$ cat src/rtl/scene_hit_reducer.sv
// Closest-hit reducer: collects N_CORES AABB lane results per ray and picks the smallest hit tmin
// through a registered pairwise tree. Optional counters via `SCENE_HIT_REDUCER_STATS_EN.
package scene_hit_reducer_pkg;
    localparam int RES_W = 24;

    typedef struct packed {
        logic                    ray_hit;
        logic signed [RES_W-1:0] tmin;
        logic        [RES_W-1:0] color;
        logic        [RES_W-1:0] normal;
        logic signed [RES_W-1:0] box_min;
        logic signed [RES_W-1:0] box_max;
    } AABB_result_t;
endpackage

module scene_hit_reducer
    import scene_hit_reducer_pkg::*;
#(
    parameter int               N_CORES = 8,
    parameter int               WIDTH   = 24,
    parameter int               Q_BITS  = 12,
    parameter int               TAG_W   = 16,
    parameter logic [WIDTH-1:0] MAX     = 24'h7FFFFF,
    localparam int              LEVELS  = $clog2(N_CORES),
    localparam int              IDX_W   = (LEVELS > 0) ? LEVELS : 1
) (
    input  logic                            clk,
    input  logic                            reset,
    input  logic [N_CORES-1:0]              lane_valid,
    output logic [N_CORES-1:0]              lane_ready,
    input  AABB_result_t [N_CORES-1:0]      lane_result,
    input  logic [N_CORES-1:0][TAG_W-1:0]   lane_tag,
    output logic                            valid_out,
    input  logic                            ready_in,
    output AABB_result_t                    result_out,
    output logic [IDX_W-1:0]                hit_index,
    output logic [TAG_W-1:0]                tag_out,
    output logic                            tag_err
`ifdef SCENE_HIT_REDUCER_STATS_EN
    ,
    output logic [31:0]                     ray_count,
    output logic [31:0]                     hit_count
`endif
);
    localparam int P     = 1 << LEVELS;
    localparam int NI_W  = $clog2(P + 1);
    localparam int LVL_W = (LEVELS > 0) ? $clog2(LEVELS + 1) : 1;

    localparam AABB_result_t NO_HIT = '{
        ray_hit: 1'b0,
        tmin:    MAX,
        color:   '0,
        normal:  '0,
        box_min: {1'b1, {(WIDTH-1){1'b0}}},
        box_max: MAX
    };

    // The result record layout is fixed by the package; reject builds that disagree with it.
    if (WIDTH != RES_W || Q_BITS >= WIDTH) begin : g_cfg_err
        $error("scene_hit_reducer: WIDTH must equal RES_W and exceed Q_BITS");
    end

    typedef enum logic [1:0] {ST_COLLECT, ST_REDUCE, ST_OUTPUT} state_t;

    state_t                    state_q, state_d;
    logic [N_CORES-1:0]        captured_q, captured_d;
    AABB_result_t [N_CORES-1:0] lane_res_q, lane_res_d;
    logic [TAG_W-1:0]          ref_tag_q, ref_tag_d;
    logic                      tag_err_q, tag_err_d;
    logic [LVL_W-1:0]          lvl_q, lvl_d;
    logic signed [WIDTH-1:0]   node_key_q [P];
    logic signed [WIDTH-1:0]   node_key_d [P];
    logic [NI_W-1:0]           node_idx_q [P];
    logic [NI_W-1:0]           node_idx_d [P];
    AABB_result_t              result_q, result_d;
    logic [IDX_W-1:0]          hit_index_q, hit_index_d;
    logic [TAG_W-1:0]          tag_out_q, tag_out_d;
    logic                      ref_set;
    AABB_result_t              win_res;

    always_comb begin
        state_d     = state_q;
        captured_d  = captured_q;
        lane_res_d  = lane_res_q;
        ref_tag_d   = ref_tag_q;
        tag_err_d   = tag_err_q;
        lvl_d       = lvl_q;
        node_key_d  = node_key_q;
        node_idx_d  = node_idx_q;
        result_d    = result_q;
        hit_index_d = hit_index_q;
        tag_out_d   = tag_out_q;
        lane_ready  = '0;
        ref_set     = (captured_q != '0);
        win_res     = NO_HIT;

        case (state_q)
            ST_COLLECT: begin
                lane_ready = ~captured_q;
                // Lowest-index lane of the first capture cycle provides the reference tag.
                for (int i = 0; i < N_CORES; i++) begin
                    if (lane_valid[i] && !captured_q[i]) begin
                        captured_d[i] = 1'b1;
                        lane_res_d[i] = lane_result[i];
                        if (!ref_set) begin
                            ref_tag_d = lane_tag[i];
                            ref_set   = 1'b1;
                        end else if (lane_tag[i] != ref_tag_d) begin
                            tag_err_d = 1'b1;
                        end
                    end
                end
                if (&captured_d) begin
                    state_d = ST_REDUCE;
                    lvl_d   = '0;
                end
            end

            ST_REDUCE: begin
                if (lvl_q == '0) begin
                    for (int i = 0; i < N_CORES; i++) begin
                        node_key_d[i] = lane_res_q[i].ray_hit ? lane_res_q[i].tmin : MAX;
                        node_idx_d[i] = NI_W'(i);
                    end
                    for (int i = N_CORES; i < P; i++) begin
                        node_key_d[i] = MAX;
                        node_idx_d[i] = NI_W'(N_CORES);
                    end
                end else begin
                    // Left child always carries the lower lane indices, so it wins ties.
                    for (int i = 0; i < P / 2; i++) begin
                        if (node_key_q[2*i] <= node_key_q[2*i+1]) begin
                            node_key_d[i] = node_key_q[2*i];
                            node_idx_d[i] = node_idx_q[2*i];
                        end else begin
                            node_key_d[i] = node_key_q[2*i+1];
                            node_idx_d[i] = node_idx_q[2*i+1];
                        end
                    end
                end

                if (lvl_q == LVL_W'(LEVELS)) begin
                    for (int j = 0; j < N_CORES; j++) begin
                        if (node_idx_d[0] == NI_W'(j)) win_res = lane_res_q[j];
                    end
                    if (win_res.ray_hit) begin
                        result_d    = win_res;
                        hit_index_d = IDX_W'(node_idx_d[0]);
                    end else begin
                        result_d    = NO_HIT;
                        hit_index_d = '0;
                    end
                    tag_out_d = ref_tag_q;
                    state_d   = ST_OUTPUT;
                end else begin
                    lvl_d = lvl_q + LVL_W'(1);
                end
            end

            ST_OUTPUT: begin
                if (ready_in) begin
                    captured_d = '0;
                    state_d    = ST_COLLECT;
                end
            end

            default: state_d = ST_COLLECT;
        endcase
    end

    always_ff @(posedge clk) begin
        if (reset) begin
            state_q     <= ST_COLLECT;
            captured_q  <= '0;
            lane_res_q  <= '0;
            ref_tag_q   <= '0;
            tag_err_q   <= 1'b0;
            lvl_q       <= '0;
            result_q    <= NO_HIT;
            hit_index_q <= '0;
            tag_out_q   <= '0;
            for (int i = 0; i < P; i++) begin
                node_key_q[i] <= '0;
                node_idx_q[i] <= '0;
            end
        end else begin
            state_q     <= state_d;
            captured_q  <= captured_d;
            lane_res_q  <= lane_res_d;
            ref_tag_q   <= ref_tag_d;
            tag_err_q   <= tag_err_d;
            lvl_q       <= lvl_d;
            result_q    <= result_d;
            hit_index_q <= hit_index_d;
            tag_out_q   <= tag_out_d;
            node_key_q  <= node_key_d;
            node_idx_q  <= node_idx_d;
        end
    end

    assign valid_out  = (state_q == ST_OUTPUT);
    assign result_out = result_q;
    assign hit_index  = hit_index_q;
    assign tag_out    = tag_out_q;
    assign tag_err    = tag_err_q;

`ifdef SCENE_HIT_REDUCER_STATS_EN
    logic [31:0] ray_count_q, ray_count_d;
    logic [31:0] hit_count_q, hit_count_d;

    always_comb begin
        ray_count_d = ray_count_q;
        hit_count_d = hit_count_q;
        if (valid_out && ready_in) begin
            ray_count_d = ray_count_q + 32'd1;
            if (result_q.ray_hit) hit_count_d = hit_count_q + 32'd1;
        end
    end

    always_ff @(posedge clk) begin
        if (reset) begin
            ray_count_q <= '0;
            hit_count_q <= '0;
        end else begin
            ray_count_q <= ray_count_d;
            hit_count_q <= hit_count_d;
        end
    end

    assign ray_count = ray_count_q;
    assign hit_count = hit_count_q;
`endif
endmodule

$ cat config.mk
export PLATFORM = sky130hd
export DESIGN_NAME = scene_hit_reducer
export DESIGN_NICKNAME = d
export VERILOG_FILES = /design/src/rtl/scene_hit_reducer.sv
export SDC_FILE = /design/constraint.sdc
export NUM_CORES = 2
export LEC_CHECK = 0
export ABC_CLOCK_PERIOD_IN_PS = 3200
export CORE_AREA = 3 3 484 486
export CTS_BUF_LIST = sky130_fd_sc_hd__clkbuf_8
export CTS_CLUSTER_DIAMETER = 200
export DETAILED_ROUTE_END_ITERATION = 6
export DIE_AREA = 0 0 487 489
export GPL_ROUTABILITY_DRIVEN = 0
export GPL_TIMING_DRIVEN = 0
export HOLD_SLACK_MARGIN = 0.15
export SETUP_SLACK_MARGIN = 0.02
export SYNTH_ARGS = -nofsm -noshare
export SYNTH_HDL_FRONTEND = slang
export SYNTH_SLANG_ARGS = --single-unit
$ cat constraint.sdc
create_clock -name clk -period 3.2 [get_ports clk]
set_clock_uncertainty 0.1 [all_clocks]
set_input_delay 0.48 -clock clk [delete_from_list [all_inputs] [get_ports clk]]
set_output_delay 0.48 -clock clk [all_outputs]
set_load 0.03 [all_outputs]
== Word level (Yosys, flattened, before mapping) ==
Cells that the tools add are included.

* Register bits: 1348
* Input port bits: 1107
* Output and inout port bits: 150
* Logic and storage cells: 263

* Add/subtract/negate cells: 1
* Order comparisons: 4
* Equal/unequal tests: 23
* Multiplexer cells: 121
* Bitwise gates (word level): 1
* Reductions and logical operators: 37

{| class="wikitable"
|+ Operator list
! kind !! number
|-
| 2-to-1 mux 121 bit || 11
|-
| 2-to-1 mux 16 bit || 25
|-
| 2-to-1 mux 24 bit || 12
|-
| != test 16 bit || 8
|-
| less-or-equal comparator 24 bit || 4
|-
| 2-to-1 mux 96 bit || 1
|-
| 2-to-1 mux 1 bit || 57
|-
| AND reduction 2 bit || 12
|-
| == test 4 x 3 -> 1 bit (second input constant) || 4
|-
| 2-to-1 mux 8 bit || 2
|-
| case mux 8 bit (2 select lines) || 1
|-
| 2-to-1 mux 2 bit || 5
|-
| 2-to-1 mux 3 bit || 3
|-
| == test 4 x 2 -> 1 bit (second input constant) || 2
|-
| logical AND 1 bit || 8
|-
| zero test 1 bit || 8
|-
| 2-to-1 mux 4 bit || 2
|-
| != test 2 bit (second input constant) || 4
|-
| NOT 8 bit || 1
|-
| AND reduction 8 bit || 1
|-
| nonzero test 8 bit || 1
|-
| case mux 2 bit (3 select lines) || 1
|-
| AND reduction 3 bit || 2
|-
| == test 2 bit (second input constant) || 2
|-
| other kinds (8) || 10
|}

== Logic depth before layout (Yosys ltp) ==
* Depth in word-level cells: 29
* Depth in mapped cells: 16
* Mapped depth without buffers: 13

== Worst setup path before layout ==
No wires, ideal clock.

* Path kind: reg2reg
* Start point: reg node_key_q[167] (netlist bit)
* End point: reg result_q (netlist bit result_out[100])
* Library setup time: 122 ps
* Arrival time: 3246 ps
* Data required time: 2978 ps
* Path slack: -268 ps
* Stages on the path, launching flop included: 15
* Buffers on the path: 2
* Clock period less this slack: 3468 ps
* Path through: dfxtp_1 inv_1 ha_1 nand4_2 nor4_4 o21a_1 o21a_2 o21ai_0 a2bb2o_2 a311oi_2 a22oi_1 or2_1 buf_2 buf_2 o32a_1

* Word-level cells in the longest chain between the ends: 16
* Elaborated cells on any way between the ends: 23
* Those cells by class: order compare: 1; eq/ne: 7; mux: 14; reduce/logical: 1

{| class="wikitable"
|+ Ends and longest elaborated chain
! item !! line !! RTL
|-
| start, declared || 71 || <nowiki>logic signed [WIDTH-1:0] node_key_q [P];</nowiki>
|-
| start signal, assigned || 196 || <nowiki>node_key_q <= node_key_d;</nowiki>
|-
| less-or-equal comparator 24 bit (*) || 132 || <nowiki>if (node_key_q[2*i] <= node_key_q[2*i+1]) begin</nowiki>
|-
| 2-to-1 mux 4 bit (*) || 132 ||
|-
| 2-to-1 mux 16 bit (*) || 120 || <nowiki>if (lvl_q == '0) begin</nowiki>
|-
| 2-to-1 mux 16 bit (*) || 97 || <nowiki>case (state_q)</nowiki>
|-
| zero test 4 bit || 144 || <nowiki>if (node_idx_d[0] == NI_W'(j)) win_res = lane_res_q[j];</nowiki>
|-
| 2-to-1 mux 121 bit (7 in series) || 144 ||
|-
| 2-to-1 mux 121 bit (*) || 144 ||
|-
| 2-to-1 mux 121 bit (*) || 142 || <nowiki>if (lvl_q == LVL_W'(LEVELS)) begin</nowiki>
|-
| 2-to-1 mux 121 bit (*) || 97 ||
|-
| 2-to-1 mux 121 bit (*) || 146 || <nowiki>if (win_res.ray_hit) begin</nowiki>
|-
| end signal, assigned || 193 || <nowiki>result_q <= result_d;</nowiki>
|-
| end, declared || 75 || <nowiki>AABB_result_t result_q, result_d;</nowiki>
|}

Mark *: on every way between the ends. The rest lies on a longest branch, timed or not. The select of a mux whose other input is x is not followed.
A chain may end at the register's enable or synchronous reset.

== Worst setup path in the final report ==
* Start point: reg node_key_q[159] (netlist bit)
* End point: reg result_q (netlist bit result_out[43])

The elaborated chain is that of the path after synthesis.

==> flow_summary.toml <==
[run_status]
outcome = "finished, violations left"
violations = "design-rule violations, max-capacitance violations, max-slew violations, negative setup slack"

[route]
dr.pass1.iters = 7
wirelength_mm = 465
vias_per_cell = 5.67
num_vias = 80200
wl_per_cell_microns = 32.9
drc = 10
drtAntennaViolNets = 0
drtIter0Drc = 11100

[grt]
grt_use_total_pct = 37.1
grt_max_degree = 20
grt_pass1_vias = 77200
grt_pass1_wl_mm = 614
antenna_found_initial = 120
gr-total-overflow = 0

[critical_path]
crit_chain = "inv_1 -> ha_4 -> nand4_1 -> nor4_4 -> buf_4 -> o21a_1 -> o21a_4 -> nor2_4 -> buf_6 -> nand4b_1 -> o41ai_4 -> buf_12 -> buf_16 -> clkbuf_16 -> a222oi_1 -> nand3_1 -> a32o_1"
path_buf_inv = 6
path_max_fanout = 6
cp.required_ns = 4.02
worstSetupEndpointType = "flip-flop"
cp-start-kind = "flip-flop"
r2r_start = "node_key_q[159]$_SDFFE_PP0P_"
worstPathArrival_ns = 4.93
crit_family = "compound AO/OA/AOI/OAI gates"
crit_path_top_delay_cell = "a222oi_1"
crit_path_max_incr_delay_ns = 0.71
crit_path_start = "node_key_q[159]$_SDFFE_PP0P_"
crit_type = "reg2reg"

[timing]
drv_slew = 10
worst_slack_ns = -0.903
slew_headroom_pct = -0.383
timing.fmax_mhz = 244
hold_viol = 0
worst_slew_pin_slew_ns = 1.51
rsz0062_at_grt = "yes"
post-route-min-period_ns = 4.10
whs_ns = 0.228
timing.final.crit_share_pct = 128
finalSetupViolations = 131

[logic_synthesis]
seq_area_frac_synth_pct = 44.0
synth_edf_count = 0
synth_top_flop_cell = "dfxtp_1"
synth_compound_area_share_pct = 23.9
yosys_register_bits = 1342
synthCells = 8129
ys_warn_count = 0
synthAdderAreaFrac_pct = 2.01
yosys.cell_types.count = 95
synthArstFlopShare_pct = 0
syn_avg_cell_area_sq_um = 7.52
netlist_area_sq_um = 61100
synthMuxAreaShare_pct = 1.49
synth_top_family_by_area = "compound AO/OA/AOI/OAI gates"
synth-xor-area-share_pct = 1.75
syn_nets = 9334
synthSimpleGateAreaFrac_pct = 21.7

[floorplan]
start_util_pct = 26.6
die-height_microns = 489
core_area_sq_um = 230000
die_w_microns = 487
die_area_sq_um = 238000
rows = 176
ioPinCount = 1257

[finish]
stdcell_area_sq_um = 100000
fin_util_pct = 43.5
fin_cells = 14200
fin_nets = 12000
drive_gt1_share_pct = 12.1
area_growth_pct = 63.8

[power_and_ir_drop]
leakage_nw = 37.2
vdd_ir_drop_max_uv = 386
p_total_w = 0.0477
p_per_area_nw_per_um2 = 477

[clock_tree]
clock_latency_ns = 1.05
cts_tree = "built"
ctsHtreeMaxLevel = 4
numClockSinks = 1342
ctsRootBufferMaster = "clkbuf_8"
clockBufferDepth = 3
clk_pin_slew_ns = 0.06
numCtsBuffers = 233

[placement]
dp_cells = 12400
hpwl_mm = 352
port_buffers = 1253
place_area_sq_um = 78300

[min_path]
hold_start = "lane_result[897]"
worstHoldPathType = "in2reg"

[flow_run]
maxCapViolations = 1
[cells in the final DEF, fill, tap and decap left out, drive strengths merged, types with 102 or more instances in the layout]
master / count
buf: 323
o22ai: 126
inv: 260
dlygate4sd3: 965
o221ai: 109
nand2: 2482
nor2: 396
clkdlybuf4s50: 1243
clkbuf: 882
a21oi: 1357
nand3: 103
dfxtp: 1342
diode: 102
o21ai: 217
[synthesized netlist by cell type, drive strengths merged, types with 38 or more instances]
library cell	count	area (sq um)
nand2	2482	9320
nor2	396	1520
a221oi	76	684
a311oi	38	339
buf	67	319
nand3	103	515
clkbuf	588	2210
xnor2	72	631
o221ai	109	955
nor3	39	205
ha	98	1230
inv	174	653
a31oi	61	388
nand4	42	284
a211oi	75	563
nor3b	48	360
a32o	38	380
xor2	50	438
o21ai	217	1100
nor4	52	377
o22ai	126	788
a21oi	1357	6790
mux2	39	439
a222oi	47	470
dfxtp	1342	26900
mux2i	46	473
[logic make-up after synthesis]
group	Yosys count
AOI/OAI and AO/OA	2391
xor gates and xnor gates	122
adders and majority gates	98
and+or+nand+nor	3262
muxes	85
DFF	1342
buffers and inverters	829
[worst paths after layout]
kind / endpoint / slack, ns / cells past startpoint
max: result_out[43]$_SDFFE_PP0P_ / -0.90 / 17
min reg2reg: lane_res_q[754]$_SDFFE_PP0P_ / 0.35 / 2
max reg2reg: result_out[43]$_SDFFE_PP0P_ / -0.90 / 17
min: lane_res_q[897]$_SDFFE_PP0P_ / 0.23 / 3
[worst register-to-register path, cell delays in order, from the launching register on]
cell and delay, ns:
dfxtp_2 0.36, inv_1 0.09, ha_4 0.29, nand4_1 0.17
nor4_4 0.24, buf_4 0.19, o21a_1 0.18, o21a_4 0.21
nor2_4 0.06, buf_6 0.14, nand4b_1 0.17, o41ai_4 0.12
buf_12 0.18, buf_16 0.19, clkbuf_16 0.17, a222oi_1 0.71
nand3_1 0.15, a32o_1 0.28
[area by class of cell]
cell class / count / area [sq um]
Tap cell: 3026 / 3790
Antenna cell: 102 / 255
Buffer: 643 / 4350
Multi-Input combinational cell: 5959 / 33700
Clock inverter: 127 / 915
Sequential cell: 1342 / 26900
Clock buffer: 304 / 4180
Inverter: 174 / 656
Timing Repair Buffer: 2473 / 25400
Fill cell: 22300 / 130000
[sequential cells by signal (all words and copies together) (netlist names), 3 cells and up]
name and count:
captured_q 8, hit_index 3, lane_res_q 968, node_idx_q 13, node_key_q 192, ref_tag_q 16, result_out 121, tag_out 16
[per-layer routing]
layer | global-route usage, % | vias up | share of wire (%)
li1 | - | 33700 | -
met5 | 0.0201 | - | 0.025
met4 | 30.5 | 18 | 10
met2 | 57.7 | 6639 | 43
met3 | 11.1 | 1987 | 11
met1 | 42.2 | 37800 | 35
[power by group]
part	internal, W	switching (W)	total [W]
logic	0.00505	0.00668	0.0117
registers	0.0176	0.000946	0.0186
clock network	0.00922	0.00820	0.0174
[per-stage QoR]
step	worst slack [ns]	TNS (ns)
after detailed placement	-3.02	-886.77
final	-0.903	-96.61
after global routing	-0.967	-102.17
after CTS	-0.775	-70.54
after floorplan	-0.0942	-4.92
after global placement	-4.53	-1850.72
[what timing repair did]
item | CTS | global route
gates resized for setup | 910 | 247
setup endpoints to repair | 952 | 375
pin swaps | 192 | 115
gates cloned | 22 | 2
hold buffers | 965 | 0
hold endpoints to repair | 964 | 0
setup buffers | 169 | 42
Power figures use the tool's default switching activity.
